==> src/rtl/grid_game_pkg.sv <==
// Shared types and helpers for the grid game engine: state encoding,
// LFSR tap table and small bitmap helpers.
package grid_game_pkg;

    typedef enum logic [1:0] {
        ST_IDLE = 2'd0,
        ST_PLAY = 2'd1,
        ST_OVER = 2'd2
    } game_state_e;

    localparam logic [31:0] LFSR_TAPS_32 = 32'h8020_0003;

    // Galois tap masks (right-shifting form), bit k-1 set for each x^k term.
    function automatic logic [63:0] lfsr_taps(input int w);
        case (w)
            16:      return 64'h0000_0000_0000_B400;
            24:      return 64'h0000_0000_00E1_0000;
            32:      return {32'h0, LFSR_TAPS_32};
            40:      return 64'h0000_00A0_0014_0000;
            48:      return 64'h0000_C000_0018_0000;
            default: return {32'h0, LFSR_TAPS_32};
        endcase
    endfunction

    function automatic logic [15:0] onehot16(input logic [7:0] idx);
        logic [15:0] r;
        r = '0;
        if (idx < 8'd16) r[idx[3:0]] = 1'b1;
        return r;
    endfunction

    function automatic logic [4:0] popcount16(input logic [15:0] v);
        logic [4:0] c;
        c = '0;
        for (int i = 0; i < 16; i++) c = c + {4'd0, v[i]};
        return c;
    endfunction

endpackage

==> src/rtl/lfsr_gen.sv <==
// Free-running Galois LFSR; advances every clock, reloads SEED on reset.
module lfsr_gen
    import grid_game_pkg::*;
#(
    parameter int           W    = 32,
    parameter logic [W-1:0] SEED = W'(32'hACE1_1234)
) (
    input  logic         clk,
    input  logic         rst,
    output logic [W-1:0] q
);

    localparam logic [63:0]  TAPS_ALL = lfsr_taps(W);
    localparam logic [W-1:0] TAPS     = TAPS_ALL[W-1:0];

    logic [W-1:0] q_q;
    logic [W-1:0] q_d;

    always_comb begin
        q_d = {1'b0, q_q[W-1:1]} ^ (q_q[0] ? TAPS : '0);
    end

    always_ff @(posedge clk or negedge rst) begin
        if (!rst) q_q <= SEED;
        else      q_q <= q_d;
    end

    assign q = q_q;

endmodule

==> src/rtl/grid_game_engine.sv <==
// Fire/gold grid game controller: tick-paced rounds, LFSR patterns with a
// one-round fire look-ahead, saturating score/life and loss-priority ending.
module grid_game_engine
    import grid_game_pkg::*;
#(
    parameter int                NUM_CELLS = 9,
    parameter int                LIFE_MAX  = 3,
    parameter int                LIFE_W    = 2,
    parameter int                WIN_SCORE = 15,
    parameter int                SCORE_W   = 4,
    parameter int                LFSR_W    = 32,
    parameter logic [LFSR_W-1:0] SEED      = LFSR_W'(32'hACE1_1234)
) (
    input  logic                 clk,
    input  logic                 rst,
    input  logic                 tick,
    input  logic                 start,
    input  logic                 super_en,
    input  logic [NUM_CELLS-1:0] box,
    output logic [1:0]           game_state,
    output logic [SCORE_W-1:0]   score,
    output logic [LIFE_W-1:0]    life,
    output logic [NUM_CELLS-1:0] fire_state,
    output logic [NUM_CELLS-1:0] gold_state,
    output logic [NUM_CELLS-1:0] next_fire_pattern,
    output logic [NUM_CELLS-1:0] hit_bitmap,
    output logic                 win
);

    localparam logic [SCORE_W-1:0] WIN_S     = SCORE_W'(WIN_SCORE);
    localparam logic [LIFE_W-1:0]  LIFE_INIT = LIFE_W'(LIFE_MAX);
    localparam logic [7:0]         NC8       = 8'(NUM_CELLS);

    game_state_e          state_q, state_d;
    logic [SCORE_W-1:0]   score_q, score_d;
    logic [LIFE_W-1:0]    life_q, life_d;
    logic [NUM_CELLS-1:0] fire_q, fire_d;
    logic [NUM_CELLS-1:0] gold_q, gold_d;
    logic [NUM_CELLS-1:0] next_fire_q, next_fire_d;
    logic [NUM_CELLS-1:0] hit_q, hit_d;
    logic                 win_q, win_d;

    logic [LFSR_W-1:0]    lfsr;
    logic [NUM_CELLS-1:0] cand_fire;
    logic [NUM_CELLS-1:0] cand_gold;
    logic [NUM_CELLS-1:0] miss;
    logic [7:0]           gold_raw;
    logic [7:0]           gold_idx;
    logic [15:0]          gold_oh_full;
    logic                 unused_bits;

    lfsr_gen #(
        .W    (LFSR_W),
        .SEED (SEED)
    ) u_lfsr (
        .clk (clk),
        .rst (rst),
        .q   (lfsr)
    );

    // Two disjoint slices ANDed give ~25% fire density per cell.
    assign cand_fire    = lfsr[NUM_CELLS-1:0] & lfsr[2*NUM_CELLS-1:NUM_CELLS];
    assign gold_raw     = lfsr[2*NUM_CELLS+7 -: 8];
    assign gold_idx     = gold_raw % NC8;
    assign gold_oh_full = onehot16(gold_idx);
    assign cand_gold    = gold_oh_full[NUM_CELLS-1:0];
    assign miss         = fire_q & ~box;
    assign unused_bits  = ^{lfsr, gold_oh_full};

    always_comb begin
        state_d     = state_q;
        score_d     = score_q;
        life_d      = life_q;
        fire_d      = fire_q;
        gold_d      = gold_q;
        next_fire_d = next_fire_q;
        hit_d       = hit_q;
        win_d       = win_q;

        case (state_q)
            ST_IDLE: begin
                if (start) begin
                    state_d     = ST_PLAY;
                    score_d     = '0;
                    life_d      = LIFE_INIT;
                    win_d       = 1'b0;
                    hit_d       = '0;
                    fire_d      = '0;
                    gold_d      = '0;
                    next_fire_d = cand_fire;
                end
            end
            ST_PLAY: begin
                // End checks see the values written by the previous tick; loss first.
                if (life_q == '0) begin
                    state_d     = ST_OVER;
                    win_d       = 1'b0;
                    fire_d      = '0;
                    gold_d      = '0;
                    next_fire_d = '0;
                end else if (score_q == WIN_S) begin
                    state_d     = ST_OVER;
                    win_d       = 1'b1;
                    fire_d      = '0;
                    gold_d      = '0;
                    next_fire_d = '0;
                end else if (tick) begin
                    hit_d = miss;
                    if ((miss != '0) && !super_en) life_d = life_q - 1'b1;
                    if (((gold_q & box) != '0) && (score_q != WIN_S)) score_d = score_q + 1'b1;
                    fire_d      = next_fire_q;
                    next_fire_d = cand_fire;
                    // Gold is dropped rather than placed under next round's fire.
                    gold_d      = ((cand_gold & next_fire_q) != '0) ? '0 : cand_gold;
                end
            end
            ST_OVER: begin
                if (start) begin
                    state_d = ST_IDLE;
                    win_d   = 1'b0;
                end
            end
            default: begin
                state_d = ST_IDLE;
            end
        endcase
    end

    always_ff @(posedge clk or negedge rst) begin
        if (!rst) begin
            state_q     <= ST_IDLE;
            score_q     <= '0;
            life_q      <= LIFE_INIT;
            fire_q      <= '0;
            gold_q      <= '0;
            next_fire_q <= '0;
            hit_q       <= '0;
            win_q       <= 1'b0;
        end else begin
            state_q     <= state_d;
            score_q     <= score_d;
            life_q      <= life_d;
            fire_q      <= fire_d;
            gold_q      <= gold_d;
            next_fire_q <= next_fire_d;
            hit_q       <= hit_d;
            win_q       <= win_d;
        end
    end

    assign game_state        = state_q;
    assign score             = score_q;
    assign life              = life_q;
    assign fire_state        = fire_q;
    assign gold_state        = gold_q;
    assign next_fire_pattern = next_fire_q;
    assign hit_bitmap        = hit_q;
    assign win               = win_q;

endmodule

==> config.mk <==
export PLATFORM = sky130hd
export DESIGN_NAME = grid_game_engine
export DESIGN_NICKNAME = d
export VERILOG_FILES = /design/src/rtl/grid_game_pkg.sv /design/src/rtl/lfsr_gen.sv /design/src/rtl/grid_game_engine.sv
export SDC_FILE = /design/constraint.sdc
export NUM_CORES = 1
export LEC_CHECK = 0
export BUFFER_PORTS_ARGS = -buffer_cell sky130_fd_sc_hd__buf_2
export CAP_MARGIN = 15
export CORE_MARGIN = 3
export CORE_UTILIZATION = 50
export DETAILED_ROUTE_END_ITERATION = 8
export PLACE_DENSITY_LB_ADDON = 0.12
export SLEW_MARGIN = 10
export SYNTH_ARGS = -nofsm -noshare
export SYNTH_HDL_FRONTEND = slang
export SYNTH_SLANG_ARGS = --single-unit
==> constraint.sdc <==
create_clock -name clk -period 6.19 [get_ports clk]
set_input_delay 0.9285 -clock clk [delete_from_list [all_inputs] [get_ports clk]]
set_output_delay 0.9285 -clock clk [all_outputs]
set_load 0.01 [all_outputs]
# After elaboration in Yosys (flattened, before gate mapping)
# Cells that the tools add are included.
# classes
add_sub_neg	2
div_mod_pow	1
order_cmp	3
eq_ne	14
n_mux	44
bitwise_logic	6
n_reduce_logical	18
# op_table
operator	n
$mux 9	16
$pmux 9 s2	4
$and 9x9->9	4
$mux 32	1
$xor 31x32->32	1
$reduce_bool 9->1	3
$mux 4	5
$mux 2	9
$ne 2x2->1 const B	7
$reduce_and 6->1	2
$not 9->9	1
$reduce_and 3->1	3
$lt 8x5->1 const B	1
$mod 8x4->8 const B	1
$ne 4x4->1 const B	2
$pmux 4 s2	1
$pmux 2 s3	1
$lt 4x5->1 const B	1
$reduce_and 5->1	1
$add 4x1->4 const B	1
$demux 1 s4	1
$eq 4x4->1 const B	1
$ge 4x1->1 const B	1
$logic_not 2->1	2
12 further kinds	18
# word_totals
regBits	77
input_bits	14
out_inout_bits	45
elab_cells	97

# Longest topological paths before layout
# logic_depth
depth_word	13
depth_mapped	17
ltp_nobuf	16

# By module
# Synthesis repeated with hierarchy kept, for this count alone.
# unflattened
hier_cells	391
area_unflattened_um2	4055.1
# modules_own_cells
mod	n_inst	cells_each	area_each_um2	seq_area_each_um2
grid_game_engine	1	327	2994.1	1128.6
lfsr_gen	1	64	1061.0	817.0

# Worst setup path before layout
# Ideal clock, no wire load.
# synth_path
path_type	flip-flop to flip-flop
from	register u_lfsr.q_q[23] (netlist: u_lfsr.q[23])
to	register gold_q[4] (netlist: gold_state[4])
setup_time_ns	0.092
arrival_time_ns	3.869
required_time_ns	6.098
slack_ns	2.230
stages_incl_launch_ff	16
n_path_buf	1
synth_period_minus_slack_ns	3.960
path_cell_list	dfstp_2 -> buf_2 -> xnor2_1 -> nor2_1 -> a21oi_1 -> a21oi_1 -> ha_1 -> o31a_1 -> o31ai_1 -> ha_1 -> nor4b_1 -> nor3_2 -> and4bb_2 -> o211ai_1 -> o21ai_0 -> o31ai_2
# synth_between
elab_chain_len	13
elab_cells_between_ends	15
classes_between	1 x div; 3 x order compare; 8 x mux; 1 x bitwise; 2 x reduce/logical
# synth_lines
element	line	text
start, declared	lfsr_gen.sv:16	logic [W-1:0] q_q;
start signal, assigned	lfsr_gen.sv:25	else q_q <= q_d;
$mod 8x4->8 (*)	grid_game_engine.sv:64	assign gold_idx = gold_raw % NC8;
$lt 4x5->1 (implied by the code) or $ge 4x1->1 (tied branches)	grid_game_pkg.sv:28	if (idx < 8'd16) r[idx[3:0]] = 1'b1;
$logic_and 1x1->1 (implied by the code)	grid_game_pkg.sv:28	
$mux 1 (implied by the code)	grid_game_pkg.sv:28	
$demux 1 s4	grid_game_pkg.sv:28	
$mux 9 (*)	grid_game_pkg.sv:28	
$and 9x9->9	grid_game_engine.sv:114	gold_d = ((cand_gold & next_fire_q) != '0) ? '0 : cand_gold;
$reduce_bool 9->1	grid_game_engine.sv:114	
$mux 9 (*)	grid_game_engine.sv:114	
$mux 9 (*)	grid_game_engine.sv:107	end else if (tick) begin
$mux 9 (*)	grid_game_engine.sv:101	end else if (score_q == WIN_S) begin
$mux 9 (*)	grid_game_engine.sv:95	if (life_q == '0) begin
$pmux 9 s2 (*)	grid_game_engine.sv:80	case (state_q)
end signal, assigned	grid_game_engine.sv:144	gold_q <= gold_d;
end, declared	grid_game_engine.sv:38	logic [NUM_CELLS-1:0] gold_q, gold_d;
# Every way passes the cells marked *; elsewhere a longest branch is shown, timed or not. The select of a mux whose other input is x is not followed.
# A chain may end at the register's enable or synchronous reset.

# Worst setup path after layout
# layout_path
from	register u_lfsr.q_q[25] (netlist: u_lfsr.q[25])
to	register gold_q[5] (netlist: gold_state[5])
# Same word-level chain as after synthesis.

==> metrics.md <==
| Metric | Value |
|---|---|
| Post-synth EDFFs | `0` |
| Critical path origin | `u_lfsr.q[25]` |
| Top cell type's share of synthesized area | `38.82%` |
| Initial core utilization | `53.38%` |
| Final Hold Fails | `0` |
| Switch share | `31.90%` |
| Slowest CP cell | `o31ai_1` |
| TritonRoute pass-1 iters | `4` |
| Row count | `31` |
| Reg clk slew, reported paths | `0.08 ns` |
| Post-route cell area | `0.004532 mm²` |
| Leakage | `2.137 nW` |
| Synthesis-to-finish area growth | `13.40%` |
| Combinational Power Share | `19.8%` |
| Max Cap Viol | `0` |
| Share of cells above drive strength 1 | `22.44%` |
| Synth cell types | `76` |
| Total Neg Setup Slack | `0 ns` |
| Gpl congestion | `0.9327` |
| Clock root cell | `clkbuf_8` |
| Worst path depth | `14` |
| Clk Latency, worst-skew pair | `0.34 ns` |
| Postcts setup bufs | `0` |
| Worst Hold Class | `reg2reg` |
| Met3 WL | `536 µm` |
| CTS max path bufs | `2` |
| RSZ-0062 raised after global routing | `no` |
| Length in cells of the worst reg-to-reg path | `14` |
| Initial antenna violation count | `0` |
| Nets@finish | `474` |
| Sequential fraction of the synthesis area | `48.69%` |
| CTS Sinks | `77` |
| Setup Skew | `0.01202 ns` |
| Setup crit end kind | `flop` |
| GRT Overall Usage | `21.13%` |
| DR vias | `3280` |
| Die area | `0.009101 mm²` |
| Cells after Synth | `402` |
| Global-route wire length before repair | `14990 µm` |
| Port Buf Inserts | `58` |
| Largest net degree at the start of global routing | `78` |
| Crit path max fanout | `16` |
| N_diodes | `0` |
| Worst VDD drop | `202.6 µV` |
| CTS Hold Bufs | `0` |
| Max Used Layer | `met4` |
| CTS Buf Count | `9` |
| H-tree depth | `3` |
| Cells after DPL | `542` |
| Ys async rst share | `100.0%` |
| CP Launch Type | `flop` |
| DRC Markers | `0` |
| CP max stage delay | `0.61 ns` |
| Fin cells | `558` |
| Boundary Pins | `59` |
| Syn Std Cell Area | `0.003996 mm²` |
| Buffers and inverters on the worst path | `0` |
| PwrDens | `256.8 mW/mm²` |
| Clock tree from TritonCTS | `yes` |
| Worst reg2reg endpoint | `gold_state[5]` |
| Final antenna-violating net count | `0` |
| Synth top area cells | `dfrtp_1 (39%), dfstp_2 (9.9%), o21ai_0 (5.0%)` |
| Slew Limit Headroom | `38.31%` |
| Final core utilization | `60.54%` |
| Final Max Slew Viols | `0` |
| Via density | `5.878` |
| Detailed Place HPWL | `6780 µm` |
| WL/cell | `16.68 µm` |
| Synth Net Count | `422` |
| Total Wirelength | `9309 µm` |
| Critical Path RT | `6.44 ns` |
| FF+latch count, synth | `77` |
| Status | `finished, final reports clean` |
| Crit path DAT | `4.83 ns` |
| Synth Flop Type | `dfrtp_1` |
| Max Freq | `218.7 MHz` |
| Cell Int Power | `0.7926 mW` |
| Top cells by count, synth | `dfrtp_1 (62), nand2_1 (48), o21ai_0 (40)` |
| Height of the die | `95.40 µm` |
| Vias in the first global route | `2995` |
| Worst setup endpoint | `gold_state[5]` |
| Post-synth top area cell | `dfrtp_1` |
| Type of the worst setup path | `reg2reg` |
| Sequential share of power | `48.2%` |
| Syn. warnings | `0` |
| CP top delay family | `compound AO/OA/AOI/OAI gates` |
| Crit-path most repeated cell | `a21oi_1` |
| Reg2reg start | `u_lfsr.q[25]` |
| Psw | `0.3713 mW` |
| Final Setup Violations | `0` |
| Core area | `0.007486 mm²` |
| Most common cell in the synthesized netlist | `dfrtp_1` |
| Resize count post-CTS | `0` |
| Grt total ovfl | `0` |
| Clk pwr share | `32.0%` |
| Slew @ Worst Pin | `0.9253 ns` |
| Mean Syn Cell Area | `9.941 µm²` |
| Fillers | `659` |
| Crit path cell chain | `nor2b_1 -> a21oi_1 -> a21oi_1 -> a21oi_1 -> ha_1 -> o31a_1 -> o31ai_1 -> ha_1 -> nor4b_1 -> nor3_2 -> and4bb_2 -> o211ai_1 -> o211ai_2 -> o31ai_1` |
| Total power draw | `1.164 mW` |
| Placed Area | `0.004334 mm²` |
| Tcrit/Tclk final | `73.88%` |
| Met1 WL | `4432 µm` |
| Fin crit period | `4.573 ns` |
| DR WL met2 | `4266 µm` |
| R2R Setup Slk | `1.62 ns` |
| Drt initial violations | `194` |
| Die width | `95.40 µm` |
flip-flops by register name, indices dropped and copies added (netlist names):
register and flops:
game_state 2, hit_bitmap 9, fire_state 9, gold_state 9
win 1, score 4, life 2, u_lfsr.q 32
next_fire_pattern 9
cells in the final DEF (no fill, tap or decap), types with 3 or more instances in the layout:
cell type / instances
mux2i_1: 6
nor3_1: 4
a31oi_1: 4
buf_2: 57
or3_1: 3
clkbuf_8: 9
nand2_1: 48
ha_1: 6
o31ai_1: 10
nor2b_1: 8
nand2b_1: 16
and3b_1: 3
a221oi_1: 3
buf_4: 3
o21a_1: 3
o21ai_0: 40
and2_1: 3
dfrtp_1: 62
a22oi_1: 3
and3_1: 4
o211ai_1: 6
nand3_1: 18
nor2_1: 17
inv_1: 9
xor2_1: 3
a22o_1: 10
dfstp_2: 15
o21ai_1: 4
a21oi_1: 16
a211oi_1: 3
worst register-to-register path: stages, from the launching register on:
cell and delay (ns):
dfrtp_1 0.60, nor2b_1 0.37, a21oi_1 0.08, a21oi_1 0.21
a21oi_1 0.09, ha_1 0.26, o31a_1 0.33, o31ai_1 0.61
ha_1 0.39, nor4b_1 0.47, nor3_2 0.16, and4bb_2 0.28
o211ai_1 0.24, o211ai_2 0.16, o31ai_1 0.25
stage by stage:
| step | setup slack, ns | hold WS [ns] |
|---|---|---|
| finish | 1.617 | 0.3605 |
| global route | 1.149 | 0.3646 |
| CTS | 1.665 | 0.3634 |
| detailed placement | 1.690 | 0.3392 |
| global placement | 1.857 | 0.3430 |
| floorplan | 2.230 | 0.3330 |
kinds of logic after synthesis:
kind of cell / synth area share (%)
fa+ha+maj: 1.878
buf+inv: 3.193
xor+xnor: 1.472
flops: 48.69
compound gates: 23.42
simple gates: 19.85
mux: 1.503
routing by layer:
| metal | vias to the layer above | global-route usage, % |
|---|---|---|
| met5 | - | 0 |
| met4 | 0 | 4.739 |
| met3 | 7 | 4.736 |
| met2 | 92 | 31.72 |
| met1 | 1579 | 31.37 |
| li1 | 1602 | - |
power groups by stage:
stage	logic (mW)	clock network [mW]	registers, mW
after floorplan	0.146	0	0.574
after global placement	0.227	0	0.570
after detailed placement	0.231	0	0.570
after CTS	0.231	0.383	0.560
after global routing	0.262	0.404	0.566
final	0.230	0.372	0.561
area by class of cell:
class | instances | area [µm²] | area share, %
inverters | 9 | 33.78 | 0.7454
flip-flops and latches | 77 | 1946 | 42.93
clock buffers | 9 | 123.9 | 2.733
well taps | 99 | 123.9 | 2.733
multi-input cells | 297 | 1923 | 42.43
clock inverters | 7 | 73.82 | 1.629
repair buffers | 60 | 307.8 | 6.792
worst min path at each step:
| stage | start | endpoint | slack [ns] | cells after the start |
|---|---|---|---|---|
| after floorplan | u_lfsr.q[28] | u_lfsr.q[27] | 0.33 | 0 |
| after global placement | u_lfsr.q[30] | u_lfsr.q[29] | 0.34 | 0 |
| after detailed placement | u_lfsr.q[28] | u_lfsr.q[27] | 0.34 | 0 |
| after CTS | u_lfsr.q[27] | u_lfsr.q[26] | 0.36 | 0 |
| after global routing | u_lfsr.q[27] | u_lfsr.q[26] | 0.36 | 0 |
| final | u_lfsr.q[27] | u_lfsr.q[26] | 0.36 | 0 |
(Power assumes the default switching activity.)
